[src/rtl/regfile_write_arbiter.sv]
// rtl/regfile_write_arbiter.sv - round-robin arbiter for the integer register file write port
// Registers the winning write one cycle later; writes to x0 handshake normally but are dropped and counted.
module regfile_write_arbiter #(
  parameter int NUM_REQ = 2,
  parameter int CNT_W   = 16
) (
  input  logic                  i_clk,
  input  logic                  i_rst,
  input  logic [NUM_REQ-1:0]    i_valid,
  input  logic [NUM_REQ*5-1:0]  i_address,
  input  logic [NUM_REQ*32-1:0] i_data,
  output logic [NUM_REQ-1:0]    o_ready,
  output logic                  o_writeEnable,
  output logic [4:0]            o_writeAddress,
  output logic [31:0]           o_writeData,
  output logic                  o_busy,
  output logic [CNT_W-1:0]      o_x0DropCount
);

  localparam int PW = (NUM_REQ > 1) ? $clog2(NUM_REQ) : 1;

  logic [PW-1:0]      ptr_q, ptr_d;
  logic [NUM_REQ-1:0] grant;
  logic               found;
  logic [4:0]         sel_addr;
  logic [31:0]        sel_data;
  logic               xfer;

  logic               we_q;
  logic [4:0]         waddr_q;
  logic [31:0]        wdata_q;
  logic [CNT_W-1:0]   cnt_q;

  // Slot i of the search visits requester (ptr+1+i) mod NUM_REQ; the first valid one wins.
  always_comb begin
    grant    = '0;
    found    = 1'b0;
    ptr_d    = ptr_q;
    sel_addr = '0;
    sel_data = '0;
    for (int i = 0; i < NUM_REQ; i++) begin
      for (int k = 0; k < NUM_REQ; k++) begin
        if (!found && (((int'(ptr_q) + i + 1) % NUM_REQ) == k) && i_valid[k]) begin
          found    = 1'b1;
          grant[k] = 1'b1;
          ptr_d    = PW'(k);
          sel_addr = i_address[k*5 +: 5];
          sel_data = i_data[k*32 +: 32];
        end
      end
    end
  end

  assign xfer = found;

  always_ff @(posedge i_clk) begin
    if (i_rst) begin
      ptr_q   <= PW'(NUM_REQ - 1);
      we_q    <= 1'b0;
      waddr_q <= '0;
      wdata_q <= '0;
      cnt_q   <= '0;
    end else begin
      we_q <= xfer && (sel_addr != 5'd0);
      if (xfer) begin
        ptr_q   <= ptr_d;
        waddr_q <= sel_addr;
        wdata_q <= sel_data;
        // Saturating count of accepted x0 writes.
        if ((sel_addr == 5'd0) && (cnt_q != '1)) begin
          cnt_q <= cnt_q + CNT_W'(1);
        end
      end
    end
  end

  assign o_ready        = grant;
  assign o_busy         = |(i_valid & ~grant);
  assign o_writeEnable  = we_q;
  assign o_writeAddress = waddr_q;
  assign o_writeData    = wdata_q;
  assign o_x0DropCount  = cnt_q;

endmodule

[config.mk]
export PLATFORM = sky130hd
export DESIGN_NAME = regfile_write_arbiter
export DESIGN_NICKNAME = d
export VERILOG_FILES = /design/src/rtl/regfile_write_arbiter.sv
export SDC_FILE = /design/constraint.sdc
export NUM_CORES = 1
export LEC_CHECK = 0
export ABC_AREA = 0
export CAP_MARGIN = 10
export CORE_UTILIZATION = 38
export DETAILED_ROUTE_END_ITERATION = 7
export GPL_TIMING_DRIVEN = 0
export MAX_ROUTING_LAYER = met4
export PLACE_DENSITY = 0.77
export SYNTH_ARGS = -nofsm -noshare
export SYNTH_HDL_FRONTEND = slang
export SYNTH_SLANG_ARGS = --single-unit
[constraint.sdc]
create_clock -name i_clk -period 1.95 [get_ports i_clk]
set_clock_uncertainty 0.05 [all_clocks]
set_input_delay 0.2925 -clock i_clk [delete_from_list [all_inputs] [get_ports i_clk]]
set_output_delay 0.2925 -clock i_clk [all_outputs]
set_load 0.01 [all_outputs]
Word level (Yosys, flattened, before mapping)
Cells that the tools add are included.
{"block": "totals", "regBits": 55, "in_bits": 78, "output_inout_bits": 57, "word_cells": 54}
{"block": "classes", "add_sub_neg": 3, "eq_ne": 3, "muxes": 19, "bitwise_logic": 4, "n_reduce_logical": 20}
{"cell": "$mux 32", "n": 4}
{"cell": "$logic_not 32->1", "n": 2}
{"cell": "$mux 5", "n": 4}
{"cell": "$add 16x1->16 const B", "n": 1}
{"cell": "$ne 16x16->1 const B", "n": 1}
{"cell": "$mux 1", "n": 11}
{"cell": "$logic_and 1x1->1", "n": 9}
{"cell": "$logic_not 5->1", "n": 1}
{"cell": "$reduce_bool 5->1", "n": 1}
{"cell": "$eq 2x2->1 const B", "n": 2}
{"cell": "$reduce_and 2->1", "n": 2}
{"cell": "$reduce_bool 4->1", "n": 1}
{"cell": "$logic_not 1->1", "n": 3}
{"cell": "$add 1x1->1 const B", "n": 2}
{"cell": "$and 1x1->1 const A", "n": 2}
{"cell": "$and 2x2->2", "n": 1}
{"cell": "$not 2->2", "n": 1}
{"cell": "$reduce_or 2->1", "n": 1}

Logic depth before layout (Yosys ltp)
Gate-level depths: netlist of the first run.
{"block": "logic_depth", "depth_word": 20, "depth_mapped": 9, "mapped_depth_nobuf": 6}

Worst setup path after synthesis of the first run
No wires, ideal clock.
{"block": "synth_path", "kind": "reg-to-reg", "start": "reg cnt_q[0], in the netlist o_x0DropCount[0]", "end": "reg cnt_q[9], in the netlist o_x0DropCount[9]", "setup_time_ns": 0.123, "arrival_time_ns": 1.813, "required_time_ns": 1.777, "path_slack_ns": -0.036, "stages_incl_launch_ff": 8, "path_buffers": 1, "period_less_slack_ns": 1.986, "cell_sequence": "dfxtp_1 > ha_1 > and3_2 > nand4_4 > nor3_4 > buf_4 > nor4_2 > mux2_1"}
{"block": "synth_between", "elab_chain_cells": 3, "elab_cells_between_ends": 4, "classes_between": "1 x add/sub; 1 x eq/ne; 2 x reduce/logical"}
{"element": "start, declared", "line_no": "32", "source": "logic [CNT_W-1:0] cnt_q;"}
{"element": "start signal, assigned", "line_no": "71", "source": "cnt_q <= cnt_q + CNT_W'(1);"}
{"element": "branches (longest 3 deep; another with $add 16x1->16)"}
Parallel ways; which one is timed is not known.
A chain may end at the register's enable or synchronous reset.

Worst setup path in the final report of the first run
{"block": "layout_path", "start": "reg ptr_q", "end": "reg cnt_q[4], in the netlist o_x0DropCount[4]"}
{"block": "layout_between", "elab_chain_cells": 20, "elab_cells_between_ends": 29, "classes_between": "2 x add/sub; 2 x eq/ne; 8 x mux; 2 x bitwise; 15 x reduce/logical"}
{"element": "start, declared", "line_no": "22", "source": "logic [PW-1:0] ptr_q, ptr_d;"}
{"element": "start signal, assigned", "line_no": "58", "source": "ptr_q <= PW'(NUM_REQ - 1);"}
{"element": "start signal, assigned", "line_no": "66", "source": "ptr_q <= ptr_d;"}
{"element": "$add 1x1->1 *", "line_no": "43", "source": "if (!found && (((int'(ptr_q) + i + 1) % NUM_REQ) == k) && i_valid[k]) begin"}
{"element": "$and 1x1->1 (no source line)"}
{"element": "$logic_not 32->1", "line_no": "43"}
{"element": "$logic_and 1x1->1", "line_no": "43"}
{"element": "$mux 1", "line_no": "43"}
{"element": "$logic_not 1->1", "line_no": "43"}
{"element": "$logic_and 1x1->1 (2 in series)", "line_no": "43"}
{"element": "$mux 1", "line_no": "43"}
{"element": "$logic_not 1->1", "line_no": "43"}
{"element": "$logic_and 1x1->1 (2 in series)", "line_no": "43"}
{"element": "$mux 1", "line_no": "43"}
{"element": "$logic_not 1->1", "line_no": "43"}
{"element": "$logic_and 1x1->1 (2 in series)", "line_no": "43"}
{"element": "$mux 5", "line_no": "43"}
{"element": "$logic_not 5->1", "line_no": "70", "source": "if ((sel_addr == 5'd0) && (cnt_q != '1)) begin"}
{"element": "$logic_and 1x1->1", "line_no": "70"}
{"element": "$reduce_and 2->1 (no source line) *"}
Every way passes the cells marked *; elsewhere a longest branch is shown, timed or not.

==> results.cfg, run 1 <==
[route]
firstDrtPassIters = 4
routed_via_density = 5.558
vias = 3279
drtIter0Drc = 125
wirelength_um = 10340
drc_errors = 0
ant_nets = 0
wire_per_inst_um = 17.52

[sta]
max-slew-margin-rel = 0.5146
setup_slack_ns = -0.02860
final_hold_viol_count = 0
setup_viol = 1
hold_slack_ns = 0.3184
drv_slew = 0
fin_crit_sh = 1.015
fin_crit_ns = 1.979
tightest_slew_ns = 0.7281
max_freq_ghz = 0.5054
rsz0062_at_grt = true

[worst_hold_path]
whs_endpoint = o_writeAddress[2]
hold_path.class = primary input to register
hold_depth = 3
min-delay-start = i_address[7]

[finish]
multi_input_area_sq_um = 1903
final_cell_mix = 125 x clkdlybuf4s50_1, 47 x dfxtp_1, 46 x nor2_1, 36 x mux2i_1, 33 x nor3b_1
nFillCells = 662
layout-drive-gt1-share = 0.1660
nets = 566
final_common_cell = clkdlybuf4s50_1
area_growth_syn_to_layout_pct = 65.60
diodes = 0
seq_area_sq_um = 1116

[die]
core_area_sq_um = 7687
placement_rows = 32
dieArea_sq_um = 8276
die_w_um = 90.97
die_height_um = 90.97
io_pins = 135
initial_core_util = 0.3913

[critical_path]
reg2regPathDepth = 8
r2r-start = ptr_q
rrSetupSlack_ns = -0.03
endpoint_kind = register
worst_setup_path_start_kind = register
crit_required_ns = 2.13
r2r_end = o_x0DropCount[4]
worstPathArrival_ns = 2.16
path_max_fanout = 6
worstSetupPathType = register to register

[logic_synthesis]
synth_top_cell_area_share = 0.3661
synthesis.nets = 405
synth_top_cell_by_area = dfxtp_1
avgSynthCellArea_sq_um = 9.227
yosysSeqAreaShare = 0.3661
ys_top_cells_by_area = dfxtp_1 37%, mux2i_1 12%, a2111oi_0 10%
syn_inst = 326
syn-cell-area_sq_um = 3008
async_flop_share = 0
synth-edff-count = 0
yosysWarnings = 0
synth_ff_type = dfxtp_1
ys_types = 41
ys_ff_latch = 55

[clock_tree]
cts_hold_buf = 0
numCtsBuffers = 5
cts_root_buf = clkbuf_8
clock_latency_ns = 0.31
cts.path.max_buffers = 2
numClockSinks = 55
htreeDepth = 2
clkTransAtPathRegs_ns = 0.10
cts_tree = built

[power_and_ir_drop]
total_power_uw = 2565
p_seq_frac = 0.480
peakVddDrop_uv = 329.6
p_sw_uw = 714.1
pwr-share-clk = 0.243
power_density_nw_per_um2 = 515.0
leakage_uw = 0.001830
intPower_uw = 1851
combPwrFrac = 0.277
power.share.switching = 0.2783

[status]
status = complete, but fails checks
violations = setup timing

[flow_run]
maxCapViolCount = 0

[global_routing]
grt_max_degree = 17
grt_pass1_wl_um = 16130
track_usage = 0.2473
grt_remaining_overflow = 0
grt_pass1_vias = 3145
grt_antenna_before_repair = 0

[placement]
gp_congestion = 0.8400
dp_hpwl_um = 7098
numPortBuffers = 133
[critical path, cell delays in order (launching register included)]
cell,delay (ns)
dfxtp_2,0.33
buf_6,0.11
nand2b_4,0.12
buf_6,0.11
and3_4,0.20
o22ai_4,0.10
buf_4,0.17
or4_1,0.53
a21oi_1,0.18
[layout make-up]
cell class                 count  area share
inverter                       8    0.006029
clock inverter                 2    0.002512
clock buffer                   6     0.01457
sequential                    55      0.2241
tap                          102     0.02562
buffer                        29     0.03617
multi-input combinational    234      0.3821
timing repair buffer         154      0.3090
[power by group through the flow]
stage | sequential (uW) | clock (uW) | combinational (uW)
after floorplan | 1280 | 0 | 235
after global placement | 1250 | 0 | 640
after detailed placement | 1260 | 0 | 648
after CTS | 1230 | 636 | 682
after global routing | 1240 | 690 | 761
final | 1230 | 624 | 710
[stage by stage]
step | instances | area (sq um) | setup WS [ns] | util | setup TNS (ns)
finish | 590 | 4981 | -0.02860 | 0.6479 | -0.02860
global route | 590 | 4981 | -0.09737 | 0.6479 | -0.3556
CTS | 581 | 4762 | 0.003549 | 0.6195 | 0
detailed placement | 561 | 4473 | -0.5278 | 0.5819 | -11.39
global placement | 561 | 4473 | -0.5197 | 0.5819 | -9.701
floorplan | 326 | 3014 | 0.03690 | - | 0
[repair_timing]
action | in CTS | in global routing
endpoints found under the setup margin | 16 | 22
resized for setup | 20 | 42
pin swaps | 5 | 12
setup buffers | 11 | 9
gates cloned | 1 | 0
[sequential cells by signal, indices dropped and copies added (netlist names)]
name and cells:
o_writeAddress 5, o_writeEnable 1, ptr_q 1, o_x0DropCount 16, o_writeData 32
[worst max-delay path by stage]
| stage | from | end | slack, ns |
|---|---|---|---|
| 3_5_place_dp | i_address[7] | o_x0DropCount[9] | -0.53 |
| 4_1_cts | o_x0DropCount[0] | o_x0DropCount[5] | 0.004 |
| 2_1_floorplan | o_x0DropCount[0] | o_x0DropCount[9] | 0.04 |
| 3_3_place_gp | i_address[7] | o_x0DropCount[12] | -0.52 |
| 5_1_grt | ptr_q | o_x0DropCount[4] | -0.1 |
| 6_report | ptr_q | o_x0DropCount[4] | -0.03 |
[synthesized netlist by cell type (2+ instances only)]
| master | instances |
|---|---|
| buf_4 | 7 |
| and3_1 | 2 |
| mux2_1 | 4 |
| dfxtp_1 | 55 |
| or3_1 | 2 |
| nor2b_1 | 5 |
| nor2_1 | 46 |
| nor3b_1 | 33 |
| inv_1 | 7 |
| mux2i_1 | 36 |
| nand2_1 | 6 |
| buf_2 | 3 |
| a2111oi_0 | 36 |
| nor4_2 | 4 |
| o21ai_1 | 2 |
| nand3_1 | 6 |
| or4_1 | 9 |
| a21oi_1 | 14 |
| buf_6 | 2 |
| nor4_1 | 2 |
| o31ai_1 | 9 |
| clkbuf_1 | 17 |
[cell families (layout without fill, tap and decap cells)]
family                   count (synthesis)  count (layout)  share of synthesized area
adder cells (fa/ha/maj)                  1               1                   0.004159
AO/OA/AOI/OAI                           66              66                     0.1730
multiplexers                            40              40                     0.1348
AND/OR/NAND/NOR                        127             127                     0.2608
buffers and inverters                   37             199                    0.06115
flip-flops                              55              55                     0.3661
[layer usage]
layer | global-route usage | share of wire | wire (um) | vias up
met1 | 0.3049 | 0.43 | 4464 | 1553
li1 | - | - | - | 1565
met4 | 0.04762 | 0.018 | 191 | 0
met5 | - | 0 | 0 | -
met2 | 0.4154 | 0.48 | 4955 | 143
met3 | 0.05779 | 0.070 | 727 | 18
No activity file was read; power rests on OpenSTA's default activity.
==> inputs of run 2 (changes only) <==
--- a/constraint.sdc
+++ b/constraint.sdc
@@ -4,2 +4,2 @@
 set_output_delay 0.2925 -clock i_clk [all_outputs]
-set_load 0.01 [all_outputs]
+set_load 0.05 [all_outputs]
==> run 2 against run 1 <==
Compared with the run above:
- the run now ends clean
- critical path depth unchanged
- final cell count is 2.2% lower
- sequential share of layout area up 1.0 points
- critical path type is now primary input to register
- largest cell class unchanged
==> results.cfg, run 2 (synthesis gave the netlist of run 1 again) <==
[finish]
area_growth_syn_to_layout_pct = 59.19
fin_area_sq_um = 4788
final_common_cell = clkdlybuf4s50_1
fin_cells = 577
diodes = 0
nFillCells = 672
layout-drive-gt1-share = 0.1368
nets = 553
final_cell_mix = 123 x clkdlybuf4s50_1, 46 x nor2_1, 42 x dfxtp_1, 36 x mux2i_1, 36 x a2111oi_0
largest_reg_flops = 32

[critical_path]
crit_path_start = i_address[0]
critPathSlowestCell = clkdlybuf4s50_1
r2r_end = o_x0DropCount[9]
cp_num_cells = 8
cpMostUsedCell = buf_4
critical_path.max_stage_delay_ns = 0.46
endpoint_kind = register
reg2regPathDepth = 7
r2r-start = o_x0DropCount[0]
rrSetupSlack_ns = 0.04
crit_required_ns = 2.14
path_cells = clkdlybuf4s50_1 -> nor4_4 -> buf_4 -> o22ai_4 -> buf_8 -> buf_4 -> or3b_4 -> a21oi_2
path_max_fanout = 7
worst_setup_path_start_kind = primary input
crit_family = buffers and inverters
worstSetupPathType = primary input to register
worstPathArrival_ns = 2.14
critPathCapture = o_x0DropCount[1]
path_buf_inv = 4

[route]
wirelength_um = 9801
routed_via_density = 5.487
firstDrtPassIters = 4
drtIter0Drc = 103
vias = 3166
ant_nets = 0
drc_errors = 0
wire_per_inst_um = 16.99

[placement]
numPortBuffers = 133
place_area_sq_um = 4519
place_ws_ns = -0.6805
dp.cells = 561
dp_hpwl_um = 6851
gp_congestion = 0.8218

[power_and_ir_drop]
power_density_nw_per_um2 = 611.7
leakage_uw = 0.001771
total_power_uw = 2929
peakVddDrop_uv = 355.4

[sta]
drv_slew = 0
setup_tns_ns = 0
max-slew-margin-rel = 0.4983
tightest_slew_ns = 0.7526
final_hold_viol_count = 0
fin_crit_sh = 0.9984
max_freq_ghz = 0.5136
setup_slack_ns = 0.003037
fin_crit_ns = 1.947
rsz0062_at_grt = true
setup_viol = 0

[clock_tree]
cts.path.max_buffers = 2
clkTransAtPathRegs_ns = 0.10
cts_root_buf = clkbuf_8
cts_tree = built
clock_latency_ns = 0.31
numClockSinks = 55
htreeDepth = 2
cts_hold_buf = 0
numCtsBuffers = 5

[die]
dieArea_sq_um = 8276
core_area_sq_um = 7687
placement_rows = 32
die_w_um = 90.97
die_height_um = 90.97
initial_core_util = 0.3913
io_pins = 135

[global_routing]
grt_pass1_vias = 3047
grt_remaining_overflow = 0
grt_max_degree = 20
track_usage = 0.2296
grt_antenna_before_repair = 0
grt_pass1_wl_um = 15120

[worst_hold_path]
hold_depth = 3
hold_path.class = primary input to register

[status]
status = finished, final reports clean

[flow_run]
maxCapViolCount = 0
[run 2: changes by cell type in the layout (fill, tap and decap cells not counted), moves of 3 or more]
cell,delta
buf_4,-8
o31ai_1,+7
a2111oi_0,+5
dfxtp_1,-5
dfxtp_2,+5
o31ai_2,-5
a2111oi_1,-3
buf_6,-3
dlygate4sd2_1,+3
[run 2: how the worst min path moves through the flow]
| stage | to | slack, ns | start |
|---|---|---|---|
| global placement | o_x0DropCount[13] | 0.42 | o_x0DropCount[13] |
| global route | ptr_q | 0.25 | i_valid[1] |
| floorplan | o_writeAddress[4] | 0.42 | i_address[9] |
| finish | ptr_q | 0.24 | i_valid[1] |
| detailed placement | o_x0DropCount[13] | 0.42 | o_x0DropCount[13] |
| CTS | ptr_q | 0.28 | i_valid[1] |
[run 2: routing by layer]
layer	GRT usage	wire length, um	vias to the layer above
met2	0.3782	4676	114
li1	-	-	1535
met4	0.05820	138	0
met1	0.2849	4383	1506
met5	-	0	-
met3	0.05193	603	11
[run 2: tightest hold or removal path: stages]
cell and delay [ns]:
buf_8 0.11, nand2b_4 0.10, nand2_1 0.07
[run 2: repair_timing]
| action | in CTS | in global routing |
|---|---|---|
| pin swaps | 5 | 8 |
| buffers inserted | 2 | 7 |
| endpoints found under the setup margin | 21 | 14 |
| resized for setup | 27 | 11 |
| cloned | 0 | 1 |
[run 2: through the flow]
stage,hold WS (ns),utilization
finish,0.2356,0.6229
global route,0.2491,0.6229
CTS,0.2841,0.6102
detailed placement,0.4249,0.5879
global placement,0.4173,0.5879
floorplan,0.4242,-
[run 2: power by group]
group / total [uW] / switching, uW / internal [uW]
clock: 812 / 395 / 417
sequential: 1230 / 37.4 / 1190
combinational: 888 / 506 / 382
total: 2930 / 939 / 1990
[run 2: cell type report]
cell class,count,area (sq um),share of cell area
Multi-Input combinational cell,235,1826,0.3812
Timing Repair Buffer,142,1395,0.2914
Sequential cell,55,1122,0.2344
Buffer,27,170.2,0.03554
Tap cell,102,127.6,0.02665
Clock buffer,6,82.58,0.01725
Clock inverter,2,35.03,0.007316
Inverter,8,30.03,0.006271
